## src/rtl/fetch_queue_if.sv

```systemverilog
// Fetch-to-decode bus of the instruction fetch queue.
// The queue takes the slave modport; fetch and decode together take the master modport.
interface fetch_queue_if #(
  parameter int PTR_W = 2
);
  logic             in_valid;
  logic [31:0]      in_pc;
  logic [31:0]      in_instr;
  logic             in_ready;
  logic             out_valid;
  logic [31:0]      out_pc;
  logic [31:0]      out_instr;
  logic             out_ready;
  logic             flush;
  logic [PTR_W:0]   count;

  modport master (
    output in_valid, in_pc, in_instr, out_ready, flush,
    input  in_ready, out_valid, out_pc, out_instr, count
  );

  modport slave (
    input  in_valid, in_pc, in_instr, out_ready, flush,
    output in_ready, out_valid, out_pc, out_instr, count
  );
endinterface

```

## src/rtl/fetch_queue.sv

```systemverilog
// FIFO of {pc, instr} pairs between fetch and decode. The FIFO has a single-cycle flush.
// Both ends use valid/ready: a transfer occurs on an edge where valid & ready & ~flush.
module fetch_queue #(
  parameter int          DEPTH     = 4,
  parameter int          PTR_W     = 2,
  parameter logic [31:0] PC_IDLE   = 32'h0000_3000,
  parameter logic [31:0] NOP_INSTR = 32'h0000_0000
) (
  input  logic          clk,
  input  logic          reset,
  fetch_queue_if.slave  bus
);
  localparam logic [PTR_W:0] L_FULL = (PTR_W+1)'(DEPTH);

  logic [31:0]      r_pc_mem    [DEPTH];
  logic [31:0]      r_instr_mem [DEPTH];
  logic [PTR_W-1:0] r_wr_ptr;
  logic [PTR_W-1:0] r_rd_ptr;
  logic [PTR_W:0]   r_cnt;

  logic w_in_ready;
  logic w_out_valid;
  logic w_push;
  logic w_pop;

  // in_ready comes only from registered occupancy, so decode stalls never reach fetch combinationally.
  assign w_in_ready  = (r_cnt != L_FULL);
  assign w_out_valid = (r_cnt != '0);
  assign w_push      = bus.in_valid & w_in_ready & ~bus.flush;
  assign w_pop       = w_out_valid & bus.out_ready & ~bus.flush;

  always_ff @(posedge clk or negedge reset) begin
    if (!reset) begin
      r_wr_ptr <= '0;
      r_rd_ptr <= '0;
      r_cnt    <= '0;
    end else if (bus.flush) begin
      r_wr_ptr <= '0;
      r_rd_ptr <= '0;
      r_cnt    <= '0;
    end else begin
      if (w_push) r_wr_ptr <= r_wr_ptr + 1'b1;
      if (w_pop)  r_rd_ptr <= r_rd_ptr + 1'b1;
      if (w_push && !w_pop)      r_cnt <= r_cnt + 1'b1;
      else if (w_pop && !w_push) r_cnt <= r_cnt - 1'b1;
    end
  end

  // Storage is not reset; a slot is only read after a push has written it.
  always_ff @(posedge clk) begin
    if (w_push) begin
      r_pc_mem[r_wr_ptr]    <= bus.in_pc;
      r_instr_mem[r_wr_ptr] <= bus.in_instr;
    end
  end

  assign bus.in_ready  = w_in_ready;
  assign bus.out_valid = w_out_valid;
  assign bus.out_pc    = w_out_valid ? r_pc_mem[r_rd_ptr]    : PC_IDLE;
  assign bus.out_instr = w_out_valid ? r_instr_mem[r_rd_ptr] : NOP_INSTR;
  assign bus.count     = r_cnt;
endmodule

```

## src/flat_wrapper.sv

```systemverilog
// flat-port wrapper written by rule: the top's interface ports become plain ports
module fetch_queue_flat 
#(
  parameter int          DEPTH     = 4,
  parameter int          PTR_W     = 2,
  parameter logic [31:0] PC_IDLE   = 32'h0000_3000,
  parameter logic [31:0] NOP_INSTR = 32'h0000_0000
)
  (clk, reset, bus_in_valid, bus_in_pc, bus_in_instr, bus_out_ready, bus_flush, bus_in_ready, bus_out_valid, bus_out_pc, bus_out_instr, bus_count);
  fetch_queue_if #(.PTR_W(PTR_W)) bus_i ();
  input  logic clk;
  input  logic reset;
  input wire logic [$bits(bus_i.in_valid)-1:0] bus_in_valid;
  input wire logic [$bits(bus_i.in_pc)-1:0] bus_in_pc;
  input wire logic [$bits(bus_i.in_instr)-1:0] bus_in_instr;
  input wire logic [$bits(bus_i.out_ready)-1:0] bus_out_ready;
  input wire logic [$bits(bus_i.flush)-1:0] bus_flush;
  output wire logic [$bits(bus_i.in_ready)-1:0] bus_in_ready;
  output wire logic [$bits(bus_i.out_valid)-1:0] bus_out_valid;
  output wire logic [$bits(bus_i.out_pc)-1:0] bus_out_pc;
  output wire logic [$bits(bus_i.out_instr)-1:0] bus_out_instr;
  output wire logic [$bits(bus_i.count)-1:0] bus_count;
  assign bus_i.in_valid = bus_in_valid;
  assign bus_i.in_pc = bus_in_pc;
  assign bus_i.in_instr = bus_in_instr;
  assign bus_i.out_ready = bus_out_ready;
  assign bus_i.flush = bus_flush;
  assign bus_in_ready = bus_i.in_ready;
  assign bus_out_valid = bus_i.out_valid;
  assign bus_out_pc = bus_i.out_pc;
  assign bus_out_instr = bus_i.out_instr;
  assign bus_count = bus_i.count;
  fetch_queue #(.DEPTH(DEPTH), .PTR_W(PTR_W), .PC_IDLE(PC_IDLE), .NOP_INSTR(NOP_INSTR)) u_core (.clk(clk), .reset(reset), .bus(bus_i));
endmodule
```

## config.mk

```make
export PLATFORM = sky130hd
export DESIGN_NAME = fetch_queue_flat
export DESIGN_NICKNAME = d
export VERILOG_FILES = /design/src/rtl/fetch_queue_if.sv /design/src/rtl/fetch_queue.sv /design/src/flat_wrapper.sv
export SDC_FILE = /design/constraint.sdc
export NUM_CORES = 1
export LEC_CHECK = 0
export CAP_MARGIN = 20
export CORE_MARGIN = 5
export CORE_UTILIZATION = 47
export DETAILED_ROUTE_END_ITERATION = 10
export GPL_ROUTABILITY_DRIVEN = 0
export GPL_TIMING_DRIVEN = 1
export PLACE_DENSITY = 0.71
export RECOVER_POWER = 100
export SLEW_MARGIN = 20
export SYNTH_ARGS = -nofsm -noshare
export SYNTH_HDL_FRONTEND = slang
export SYNTH_SLANG_ARGS = --single-unit
```

## constraint.sdc

```tcl
create_clock -name clk -period 6.23 [get_ports clk]
set_input_delay 1.5575 -clock clk [delete_from_list [all_inputs] [get_ports clk]]
set_output_delay 1.5575 -clock clk [all_outputs]
set_load 0.02 [all_outputs]
```

# Word level (Yosys, flattened, before mapping)
# Memory sizes are Yosys's and may differ from the RTL's.
# Cells that the tools add are included.
[totals]
inputBits = 69
elab_cells = 34
mem_bits_rw = 256
mem_count = 2
reg_bits = 7
[classes]
reduce_logical = 8
muxes = 11
bitwise = 5
n_addsub = 4
n_eq_ne = 1
[memory_table]
columns = ["name", "words", "word_bits", "rd", "rd_clocked_by_memory_dff", "wr", "line", "text"]
rows = [
  ["u_core.r_instr_mem", 4, 32, 1, 0, 1, "fetch_queue.sv:16", "logic [31:0] r_instr_mem [DEPTH];"],
  ["u_core.r_pc_mem", 4, 32, 1, 0, 1, "fetch_queue.sv:15", "logic [31:0] r_pc_mem [DEPTH];"],
]
[ops]
columns = ["op", "count"]
rows = [
  ["$mux W32", 2],
  ["$mux W3", 3],
  ["$mux W2", 4],
  ["$reduce_bool A3 Y1", 2],
  ["$add A2 B1 Y2 const B", 2],
  ["$and A1 B1 Y1", 4],
  ["$reduce_bool A2 Y1", 2],
  ["$add A3 B1 Y3 const B", 1],
  ["$ne A3 B3 Y1 const B", 1],
  ["$sub A3 B1 Y3 const B", 1],
  ["$logic_and A1 B1 Y1", 2],
  ["$logic_not A1 Y1", 2],
  ["$mux W1", 2],
  ["$not A1 Y1", 1],
]

# Logic depth before layout (Yosys ltp)
# Gate-level depths: netlist (run 1).
[logic_depth]
depth_word = 8
ltp_mapped = 11

# Worst setup path after synthesis (run 1)
# Ideal clock, no wire load.
[synth_path]
kind = "input port to flip-flop"
from = "input bus_in_valid"
to = "memory u_core.r_instr_mem[0][0], enable pin"
setup_time_ns = 0.429
required_time_ns = 5.801
stages = 4
arrival_time_ns = 3.554
path_buffers = 1
path_slack_ns = 2.247
path_cell_list = "buf_2 > nand2_1 > nor2_1 > and2_1"
[synth_via]
elab_chain_len = 4
[synth_rtl]
columns = ["item", "line", "text"]
rows = [
  ["start: declaration", "flat_wrapper.sv:13", "input wire logic [$bits(bus_i.in_valid)-1:0] bus_in_valid;"],
  ["$and A1 B1 Y1 (2 in a row)", "fetch_queue.sv:29", "assign w_push = bus.in_valid & w_in_ready & ~bus.flush;"],
  ["$mux W1", "fetch_queue.sv:51", "if (w_push) begin"],
  ["$mux W1 (not written as such)", "fetch_queue.sv:53", "r_instr_mem[r_wr_ptr] <= bus.in_instr;"],
  ["end: declaration", "fetch_queue.sv:16", ""],
]
# No other way between the ends.

# Worst setup path in the final report (run 1)
[layout_path]
from = "input bus_in_valid"
to = "memory u_core.r_pc_mem[1][17], enable pin"
[layout_via]
elab_chain_len = 4
[layout_rtl]
columns = ["item", "line", "text"]
rows = [
  ["$and A1 B1 Y1 (2 in a row)", "fetch_queue.sv:29", ""],
  ["$mux W1", "fetch_queue.sv:51", ""],
  ["$mux W1 (not written as such)", "fetch_queue.sv:52", "r_pc_mem[r_wr_ptr] <= bus.in_pc;"],
  ["end: declaration", "fetch_queue.sv:15", ""],
]
# No other way between the ends.

==> results of run 1 <==
## final timing paths
kind / from / end / slack [ps] / cells after the start
setup / recovery: bus_in_valid / u_core.r_pc_mem[1][17] / 1000 / 4
hold / removal: u_core.r_wr_ptr[1] / u_core.r_wr_ptr[1] / 620 / 2
setup reg to reg: u_core.bus.count[0] / u_core.r_pc_mem[1][17] / 2100 / 4
hold reg to reg: u_core.r_wr_ptr[1] / u_core.r_wr_ptr[1] / 620 / 2
max in group asynchronous: reset / u_core.r_rd_ptr[1] / 4570 / 1
min in group asynchronous: reset / u_core.bus.count[2] / 1380 / 1
## routing by layer
layer | part of all wire | wire length (um) | up-vias
li1 | - | - | 2161
met1 | 0.42 | 7910 | 2460
met2 | 0.50 | 9290 | 150
met3 | 0.066 | 1230 | 19
met4 | 0.014 | 261 | 0
met5 | 0 | 0 | -
## power groups by stage
stage / clock, mW / combinational [mW] / sequential (mW)
after CTS: 1.53 / 1.86 / 2.23
after global routing: 1.61 / 1.87 / 2.25
after floorplan: 0 / 1.17 / 2.14
after detailed placement: 0 / 1.85 / 2.27
after global placement: 0 / 1.84 / 2.26
final: 1.50 / 1.74 / 2.22
## worst min-delay path: cells and delay by family, from the launching register on
kind	cells	cell delay [ps]
AND/OR/NAND/NOR	1	80
AO/OA/AOI/OAI	1	70
flip-flops	1	420
## cell usage after synthesis (2+ instances only)
library cell	n
and2_1	67
buf_2	12
buf_6	5
clkbuf_1	8
dfrtp_1	7
edfxtp_1	256
ha_1	4
inv_1	5
mux4_2	64
nand2_1	5
nand3_1	2
nor2_1	7
nor3_1	2
o21ai_0	3
or2_1	2
xnor2_1	2
xor2_1	4
## logic make-up after synthesis
| kind of cell | count (synthesis) | share of synthesized area |
|---|---|---|
| multiplexers | 64 | 0.142 |
| AND/OR/NAND/NOR | 88 | 0.0514 |
| adder cells (fa/ha/maj) | 5 | 0.00689 |
| AO/OA/AOI/OAI | 9 | 0.00602 |
| flip-flops | 263 | 0.773 |
| buffers and inverters | 30 | 0.0162 |
| XOR/XNOR | 6 | 0.00516 |
## state kept, by name (all words and copies together), names as in the netlist
register	cells
u_core.r_instr_mem	128
u_core.r_wr_ptr	2
u_core.bus.count	3
u_core.r_pc_mem	128
u_core.r_rd_ptr	2
## cell type report
| type | instances | area [sq um] | area share |
|---|---|---|---|
| tap | 275 | 344 | 0.0273 |
| clock buffer | 28 | 679 | 0.0539 |
| multi-input combinational | 172 | 2150 | 0.170 |
| timing repair buffer | 139 | 1390 | 0.110 |
| antenna | 1 | 2.50 | 0.000198 |
| inverter | 5 | 20.0 | 0.00159 |
| clock inverter | 20 | 159 | 0.0126 |
| sequential | 263 | 7870 | 0.624 |
## through the flow
| stage | setup WS (ps) | cells | instance area, sq um | power [mW] | util |
|---|---|---|---|---|---|
| floorplan | 2250 | 465 | 10200 | 3.32 | - |
| finish | 999 | 903 | 12600 | 5.46 | 0.596 |
| detailed placement | 1890 | 854 | 11800 | 4.12 | 0.557 |
| global route | 618 | 902 | 12600 | 5.74 | 0.596 |
| global placement | 1900 | 854 | 11800 | 4.10 | 0.557 |
| CTS | 1340 | 902 | 12600 | 5.63 | 0.596 |
==> summary.md, run 1 <==
| Metric | Value |
|---|---|
| Post-synth top area cell | `edfxtp_1` |
| Vias in the first global route | `5278` |
| Mapped Area | `10200 sq um` |
| TritonCTS clock tree | `built` |
| Grt met2 use | `0.262` |
| CP Class | `in -> reg` |
| Routed wire length | `18700 um` |
| Core Region | `21200 sq um` |
| Worst slew margin | `-1.25` |
| FILL cells | `1516` |
| Worst Tran Pin Value | `3370 ps` |
| Switching share of total power | `0.301` |
| Most common cell after layout, fill and taps aside | `edfxtp_1` |
| Setup TNS | `0 ps` |
| Largest net degree at the start of global routing | `67` |
| Post-synth EDFFs | `256` |
| Crit share post-route | `0.840` |
| CP max-delay cell | `and2_1` |
| PortBufs | `137` |
| Largest cells by area after synthesis | `edfxtp_1 76%, mux4_2 14%, and2_1 4.1%` |
| Num Clock Sinks | `263` |
| M3 GR Usage | `0.0324` |
| Slowest stage delay, CP | `2480 ps` |
| Clock buffer depth | `3` |
| Die width | `157 um` |
| Post-synthesis register bit count | `263` |
| Final hold vios | `0` |
| Sequential Power Share | `0.407` |
| GRT Total Usage | `0.154` |
| Clk Latency, worst-skew pair | `510 ps` |
| Clk pin slew, worst setup/hold paths | `60 ps` |
| Root buf cell | `clkbuf_16` |
| Post-synth top area share | `0.755` |
| CP Max Fanout | `64` |
| Fmax | `0.191 GHz` |
| Register area share after synthesis | `0.773` |
| DRT antenna net count | `0` |
| Length of the first detailed-routing pass in iterations | `4` |
| Critical path required time | `6280 ps` |
| Full die area | `24700 sq um` |
| Sw power | `1.64 mW` |
| Worst path bufs/invs | `1` |
| Via density | `5.30` |
| Met1 Use GR | `0.209` |
| Final setup viols | `0` |
| Slew Viols, Final | `309` |
| First-pass GRT wire length | `29200 um` |
| WHS | `617 ps` |
| Nets | `681` |
| Post-CTS Resized | `0` |
| Leakage | `4.11 nW` |
| Row cnt | `53` |
| Status | `finished, violations left` |
| DRC errors left | `0` |
| Ys flop type | `edfxtp_1` |
| CP endpoint kind | `flip-flop` |
| Ys Warns | `0` |
| Die Y | `157 um` |
| DRT iter0 DRCs | `298` |
| Initial antenna violation count | `0` |
| Arrival time worst endpoint | `5280 ps` |
| Via count | `4790` |
| # hold bufs at CTS | `0` |
| CP cell instances | `dlygate4sd3_1, nand2_1, nor2_1, and2_1` |
| Yosys cell types | `27` |
| Area delta synth->final | `23.9%` |
| Async set-reset flop share out of synthesis | `0.0266` |
| HP Class | `reg -> reg` |
| Setup bufs post-CTS | `0` |
| Clk_skew | `6.09 ps` |
| Syn Inst Count | `465` |
| Syn avg cell area | `21.9 sq um` |
| Initial Utilization | `0.481` |
| Commonest cells after routing, fill and taps aside | `256 x edfxtp_1, 114 x dlygate4sd3_1, 65 x and2_1` |
| Failing checks | `capacitance limit, slew limit` |
| Mapped Nets | `539` |
| CTS buffer count | `26` |
| Max IR drop VDD | `0.000264 V` |
| Drt wl/cell | `20.7 um` |
| Share of cells above drive strength 1 | `0.180` |
| Crit path time final | `5230 ps` |
| Int Pwr | `3.81 mW` |
| MaxCap Viol Count | `5` |
| Htree depth | `1` |
| Clock power frac | `0.274` |
| CP startpoint kind | `input port` |
| Crit path max-delay family | `simple AND/OR/NAND/NOR gates` |
| I/O pin count | `138` |
| GR Overflow Total | `0` |
| Most Crowded Layer GR | `met2` |
| RSZ-0062 raised after global routing | `false` |
| Comb power frac | `0.319` |
| Power density over the cells | `433 nW/um^2` |
| DP HPWL | `10500 um` |
(Power assumes the default switching activity.)
==> inputs of run 2 (changes only) <==
PLACE_DENSITY = 0.74   (was 0.71)
clock period = 4.6 ns   (was 6.23 ns; I/O delays follow)
==> summary.md, run 2 (synthesis results as in run 1) <==
| Metric | Value |
|---|---|
| DRT iter0 DRCs | `296 (was 298)` |
| Fmax | `0.237 GHz` |
| Worst slew margin | `-0.254 (was -1.25)` |
| Failing checks | `capacitance limit, slew limit (unchanged)` |
| Slew Viols, Final | `125 (was 309)` |
| Nets | `693 (was 681)` |
| Core Region | `21200 sq um (unchanged)` |
| I/O pin count | `138 (unchanged)` |
| Share of cells above drive strength 1 | `0.171 (was 0.180)` |
| PortBufs | `137 (unchanged)` |
| Worst reg-to-reg setup slack | `1130 ps (was 2100 ps)` |
| Routed wire length | `20200 um (was 18700 um)` |
| Tot Pwr | `7.46 mW (was 5.46 mW)` |
| Via count | `4987 (was 4790)` |
| DP HPWL | `12300 um (was 10500 um)` |
| Die width | `157 um (unchanged)` |
| Setup bufs post-CTS | `0 (unchanged)` |
| Crit path depth | `4 (unchanged)` |
| Arrival time worst endpoint | `3060 ps (was 5280 ps)` |
| Vias in the first global route | `5470 (was 5278)` |
| Row cnt | `53 (unchanged)` |
| Worst path bufs/invs | `2 (was 1)` |
| GR Overflow Total | `0 (unchanged)` |
| Clk_skew | `10.3 ps (was 6.09 ps)` |
| Comb power frac | `0.339 (was 0.319)` |
| Largest net degree at the start of global routing | `67 (unchanged)` |
| Sequential Power Share | `0.394 (was 0.407)` |
| Most common cell after layout, fill and taps aside | `edfxtp_1 (unchanged)` |
| Area delta synth->final | `24.5% (was 23.9%)` |
| CTS buffer count | `26 (unchanged)` |
| CP Max Fanout | `33 (was 64)` |
| FF-to-FF path depth | `5 (was 4)` |
| Worst Tran Pin Value | `1880 ps (was 3370 ps)` |
| FILL cells | `1531 (was 1516)` |
| CP max-delay cell | `dfrtp_4 (was and2_1)` |
| Commonest cells after routing, fill and taps aside | `256 x edfxtp_1, 87 x dlygate4sd3_1, 64 x mux4_2 (was 256 x edfxtp_1, 114 x dlygate4sd3_1, 65 x and2_1)` |
| Clock buffer depth | `3 (unchanged)` |
| Final setup viols | `0 (unchanged)` |
| Full die area | `24700 sq um (unchanged)` |
| DRC errors left | `0 (unchanged)` |
| Hold Path Depth | `2 (unchanged)` |
| CP startpoint kind | `flip-flop (was input port)` |
| Sw power | `2.25 mW (was 1.64 mW)` |
| DRT antenna net count | `0 (unchanged)` |
| Root buf cell | `clkbuf_16 (unchanged)` |
| CP cell instances | `buf_6, mux4_2, and2_1, clkdlybuf4s50_1 (was dlygate4sd3_1, nand2_1, nor2_1, and2_1)` |
| GRT Total Usage | `0.165 (was 0.154)` |
| Leakage | `4.08 nW (was 4.11 nW)` |
| Crit share post-route | `0.916` |
| Int Pwr | `5.21 mW (was 3.81 mW)` |
| HP Class | `reg -> reg (unchanged)` |
| Via density | `5.46 (was 5.30)` |
| Critical path required time | `3450 ps (was 6280 ps)` |
| Length of the first detailed-routing pass in iterations | `4 (unchanged)` |
| Power density over the cells | `589 nW/um^2 (was 433 nW/um^2)` |
| WHS | `598 ps (was 617 ps)` |
| Num Clock Sinks | `263 (unchanged)` |
| MaxCap Viol Count | `4 (was 5)` |
| Status | `finished, violations left (unchanged)` |
| Htree depth | `1 (unchanged)` |
| Crit path time final | `4210 ps` |
| Max IR drop VDD | `0.000416 V (was 0.000264 V)` |
| TritonCTS clock tree | `built (unchanged)` |
| Setup TNS | `0 ps (unchanged)` |
| Drt wl/cell | `22.1 um (was 20.7 um)` |
| Initial antenna violation count | `4 (was 0)` |
| Switching share of total power | `0.301 (about the same)` |
| Initial Utilization | `0.481 (unchanged)` |
| Clk Latency, worst-skew pair | `510 ps (about the same)` |
| CP endpoint kind | `primary output (was flip-flop)` |
| Slowest stage delay, CP | `700 ps (was 2480 ps)` |
| Clock power frac | `0.268 (was 0.274)` |
| CP Class | `reg -> out (was in -> reg)` |
| Clk pin slew, worst setup/hold paths | `60 ps (about the same)` |
| Final hold vios | `0 (unchanged)` |
| Die Y | `157 um (unchanged)` |
| First-pass GRT wire length | `31400 um (was 29200 um)` |
| Crit path max-delay family | `buffers and inverters (was simple AND/OR/NAND/NOR gates)` |
| RSZ-0062 raised after global routing | `false (unchanged)` |
[run 2: tightest hold or removal path, cell delays in order, from the launching register on]
cell and delay (ps):
dfrtp_1 410, nand2_1 70, a21oi_1 70
[run 2: stage by stage]
| stage | cells | setup slack [ps] | utilization | instance area, sq um |
|---|---|---|---|---|
| 6_report | 914 | 388 | 0.599 | 12700 |
| 5_1_grt | 914 | 192 | 0.599 | 12700 |
| 3_3_place_gp | 866 | 1010 | 0.563 | 11900 |
| 3_5_place_dp | 866 | 756 | 0.563 | 11900 |
| 4_1_cts | 912 | 364 | 0.601 | 12700 |
| 2_1_floorplan | 465 | 1020 | - | 10200 |
[run 2: power by group through the flow]
| stage | Clock (mW) | Combinational [mW] | Sequential [mW] |
|---|---|---|---|
| 3_3_place_gp | 0 | 2.60 | 2.98 |
| 3_5_place_dp | 0 | 2.64 | 2.99 |
| 6_report | 2.00 | 2.53 | 2.94 |
| 5_1_grt | 2.15 | 2.70 | 2.96 |
| 4_1_cts | 2.05 | 2.65 | 2.94 |
| 2_1_floorplan | 0 | 1.59 | 2.90 |
[run 2: path summary, 6_finish.rpt]
check                               startpoint                endpoint
min in group asynchronous                reset     u_core.bus.count[1]
hold reg to reg             u_core.r_wr_ptr[1]      u_core.r_wr_ptr[1]
hold / removal              u_core.r_wr_ptr[1]      u_core.r_wr_ptr[1]
setup / recovery            u_core.r_rd_ptr[0]           bus_out_pc[7]
max in group asynchronous                reset      u_core.r_rd_ptr[0]
setup reg to reg           u_core.bus.count[0]  u_core.r_pc_mem[2][14]
[run 2: layout make-up]
| type | instances | area, sq um | area share |
|---|---|---|---|
| antenna | 2 | 5.00 | 0.000395 |
| timing repair buffer | 151 | 1470 | 0.116 |
| multi-input combinational | 172 | 2150 | 0.170 |
| clock buffer | 35 | 706 | 0.0557 |
| tap | 275 | 344 | 0.0272 |
| clock inverter | 11 | 96.3 | 0.00761 |
| inverter | 5 | 21.3 | 0.00168 |
| sequential | 263 | 7870 | 0.621 |
[run 2: per-layer routing]
layer / global-route usage / vias up / share of wire
li1: - / 2188 / -
met1: 0.230 / 2582 / 0.42
met2: 0.273 / 176 / 0.49
met3: 0.0327 / 37 / 0.073
met4: 0.0397 / 4 / 0.021
met5: 0 / - / 0.0010
[run 2: what timing repair did]
item,4_1_cts,5_1_grt
hold buffers,0,0
endpoints found under the setup margin,0,62
gates resized for setup,0,1
==> inputs of run 3 (changes only) <==
CTS_BUF_LIST = sky130_fd_sc_hd__clkbuf_4   (was default)
DONT_BUFFER_PORTS = 1   (was default)
PLACE_DENSITY = 0.63   (was 0.74)
clock period = 4.95 ns   (was 4.6 ns; I/O delays follow)
==> summary.md, run 3 (synthesis results as in run 1) <==
| Metric | Value |
|---|---|
| Status | `finished, violations left (unchanged)` |
| Failing checks | `capacitance limit, slew limit (unchanged)` |
| Fmax | `0.239 GHz` |
| Most common cell after layout, fill and taps aside | `edfxtp_1 (unchanged)` |
| Core Region | `21200 sq um (unchanged)` |
| First-pass GRT wire length | `29300 um (was 31400 um)` |
| Nets | `587 (was 693)` |
| Leakage | `3.54 nW (was 4.08 nW)` |
| Die width | `157 um (unchanged)` |
| DP HPWL | `10200 um (was 12300 um)` |
| Worst setup path end | `bus_out_pc[1] (was bus_out_pc[7])` |
| Num Clock Sinks | `263 (unchanged)` |
| Initial Utilization | `0.481 (unchanged)` |
| Max IR drop VDD | `0.000314 V (was 0.000416 V)` |
| Die Y | `157 um (unchanged)` |
| Worst reg2reg path startpoint | `u_core.bus.count[0] (unchanged)` |
| CP endpoint kind | `primary output (unchanged)` |
| Share of cells above drive strength 1 | `0.318 (was 0.171)` |
| FILL cells | `1656 (was 1531)` |
| Worst slew margin | `-0.222 (was -0.254)` |
| Row cnt | `53 (unchanged)` |
| Via density | `5.52 (was 5.46)` |
| Full die area | `24700 sq um (unchanged)` |
| Final setup viols | `0 (unchanged)` |
| CTS buffer count | `68 (was 26)` |
| RSZ-0062 raised after global routing | `false (unchanged)` |
| CP Class | `reg -> out (unchanged)` |
| DRT antenna net count | `0 (unchanged)` |
| CP Max Fanout | `65 (was 33)` |
| Setup TNS | `0 ps (unchanged)` |
| TritonCTS clock tree | `built (unchanged)` |
| Via count | `4571 (was 4987)` |
| Clock buffer depth | `3 (unchanged)` |
| Root buf cell | `clkbuf_4 (was clkbuf_16)` |
| Final worst-path setup slack | `764 ps (was 388 ps)` |
| Arrival time worst endpoint | `2950 ps (was 3060 ps)` |
| CP startpoint kind | `flip-flop (unchanged)` |
| Slew Viols, Final | `326 (was 125)` |
| MaxCap Viol Count | `5 (was 4)` |
| HP Class | `in -> async (was reg -> reg)` |
| # hold bufs at CTS | `0 (unchanged)` |
| N_diodes | `0 (was 2)` |
| Worst Tran Pin Value | `1830 ps (was 1880 ps)` |
| Worst reg-to-reg setup slack | `1470 ps (was 1130 ps)` |
| Commonest cells after routing, fill and taps aside | `256 x edfxtp_1, 97 x clkbuf_4, 64 x mux4_2 (was 256 x edfxtp_1, 87 x dlygate4sd3_1, 64 x mux4_2)` |
| Clk pin slew, worst setup/hold paths | `70 ps (was 60 ps)` |
| Htree depth | `3 (was 1)` |
| Length of the first detailed-routing pass in iterations | `7 (was 4)` |
| GR Overflow Total | `0 (unchanged)` |
| Crit share post-route | `0.846` |
| FF-to-FF End | `u_core.bus.count[1] (was u_core.r_pc_mem[2][14])` |
| Drt wl/cell | `22.5 um (was 22.1 um)` |
| Initial antenna violation count | `0 (was 4)` |
| I/O pin count | `138 (unchanged)` |
| DRT iter0 DRCs | `259 (was 296)` |
| Crit path time final | `4190 ps` |
| DRC errors left | `0 (unchanged)` |
| Clk Latency, worst-skew pair | `610 ps (was 510 ps)` |
| Setup bufs post-CTS | `0 (unchanged)` |
| Area delta synth->final | `10.7% (was 24.5%)` |
| WHS | `309 ps (was 598 ps)` |
| Vias in the first global route | `5237 (was 5470)` |
| Clk_skew | `36.9 ps (was 10.3 ps)` |
| Place WS | `1240 ps (was 756 ps)` |
| Largest net degree at the start of global routing | `67 (unchanged)` |
| Routed wire length | `18700 um (was 20200 um)` |
| PortBufs | `0 (was 137)` |
| Final hold vios | `0 (unchanged)` |
| Power density over the cells | `549 nW/um^2 (was 589 nW/um^2)` |
| FF-to-FF path depth | `8 (was 5)` |
| Critical path launch point | `u_core.r_rd_ptr[1] (was u_core.r_rd_ptr[0])` |
| Critical path required time | `3710 ps (was 3450 ps)` |
| GRT Total Usage | `0.157 (was 0.165)` |
-- run 3: power by group --
group / switching (mW) / internal [mW] / total, mW
clock network: 0.786 / 1.05 / 1.83
registers: 0.172 / 2.61 / 2.78
logic: 1.02 / 0.556 / 1.58
total: 1.98 / 4.21 / 6.19
-- run 3: worst min path at each step --
stage	startpoint	slack (ps)	end	depth (start not counted)
2_1_floorplan	u_core.r_wr_ptr[1]	540	u_core.r_wr_ptr[1]	2
3_3_place_gp	u_core.r_wr_ptr[1]	550	u_core.r_wr_ptr[1]	2
3_5_place_dp	u_core.r_wr_ptr[1]	580	u_core.r_wr_ptr[1]	2
4_1_cts	reset	230	u_core.r_rd_ptr[0]	0
5_1_grt	reset	230	u_core.r_rd_ptr[0]	0
6_report	reset	310	u_core.r_rd_ptr[0]	0
-- run 3: area by class of cell --
cell class / count / area (sq um) / area share
sequential: 263 / 7870 / 0.698
inverter: 5 / 21.3 / 0.00189
timing repair buffer: 3 / 22.5 / 0.00200
clock inverter: 13 / 129 / 0.0114
tap: 275 / 344 / 0.0305
clock buffer: 97 / 728 / 0.0646
multi-input combinational: 172 / 2150 / 0.191
-- run 3: stage by stage --
stage	util	power, mW	cell area, sq um	cells
2_1_floorplan	-	4.17	10200	465
4_1_cts	0.533	6.33	11300	828
3_3_place_gp	0.492	4.44	10400	718
5_1_grt	0.533	6.56	11300	828
3_5_place_dp	0.492	4.47	10400	718
6_report	0.533	6.19	11300	828
-- run 3: metal layers --
| metal | vias up | wire length, um | global-route usage |
|---|---|---|---|
| met5 | - | 0 | 0 |
| met4 | 0 | 374 | 0.0660 |
| met3 | 32 | 2050 | 0.0734 |
| met2 | 180 | 9200 | 0.254 |
| met1 | 2359 | 7040 | 0.184 |
| li1 | 2000 | - | - |
-- run 3: repair_timing --
item / in CTS / in global routing
endpoints found under the setup margin: 0 / 32
resized for setup: 0 / 1
endpoints found under the hold margin: 0 / 0
-- run 3: critical path, cell delays in order (launching register included) --
cell and delay, ps:
dfrtp_2 1490, mux4_2 450, and2_0 380
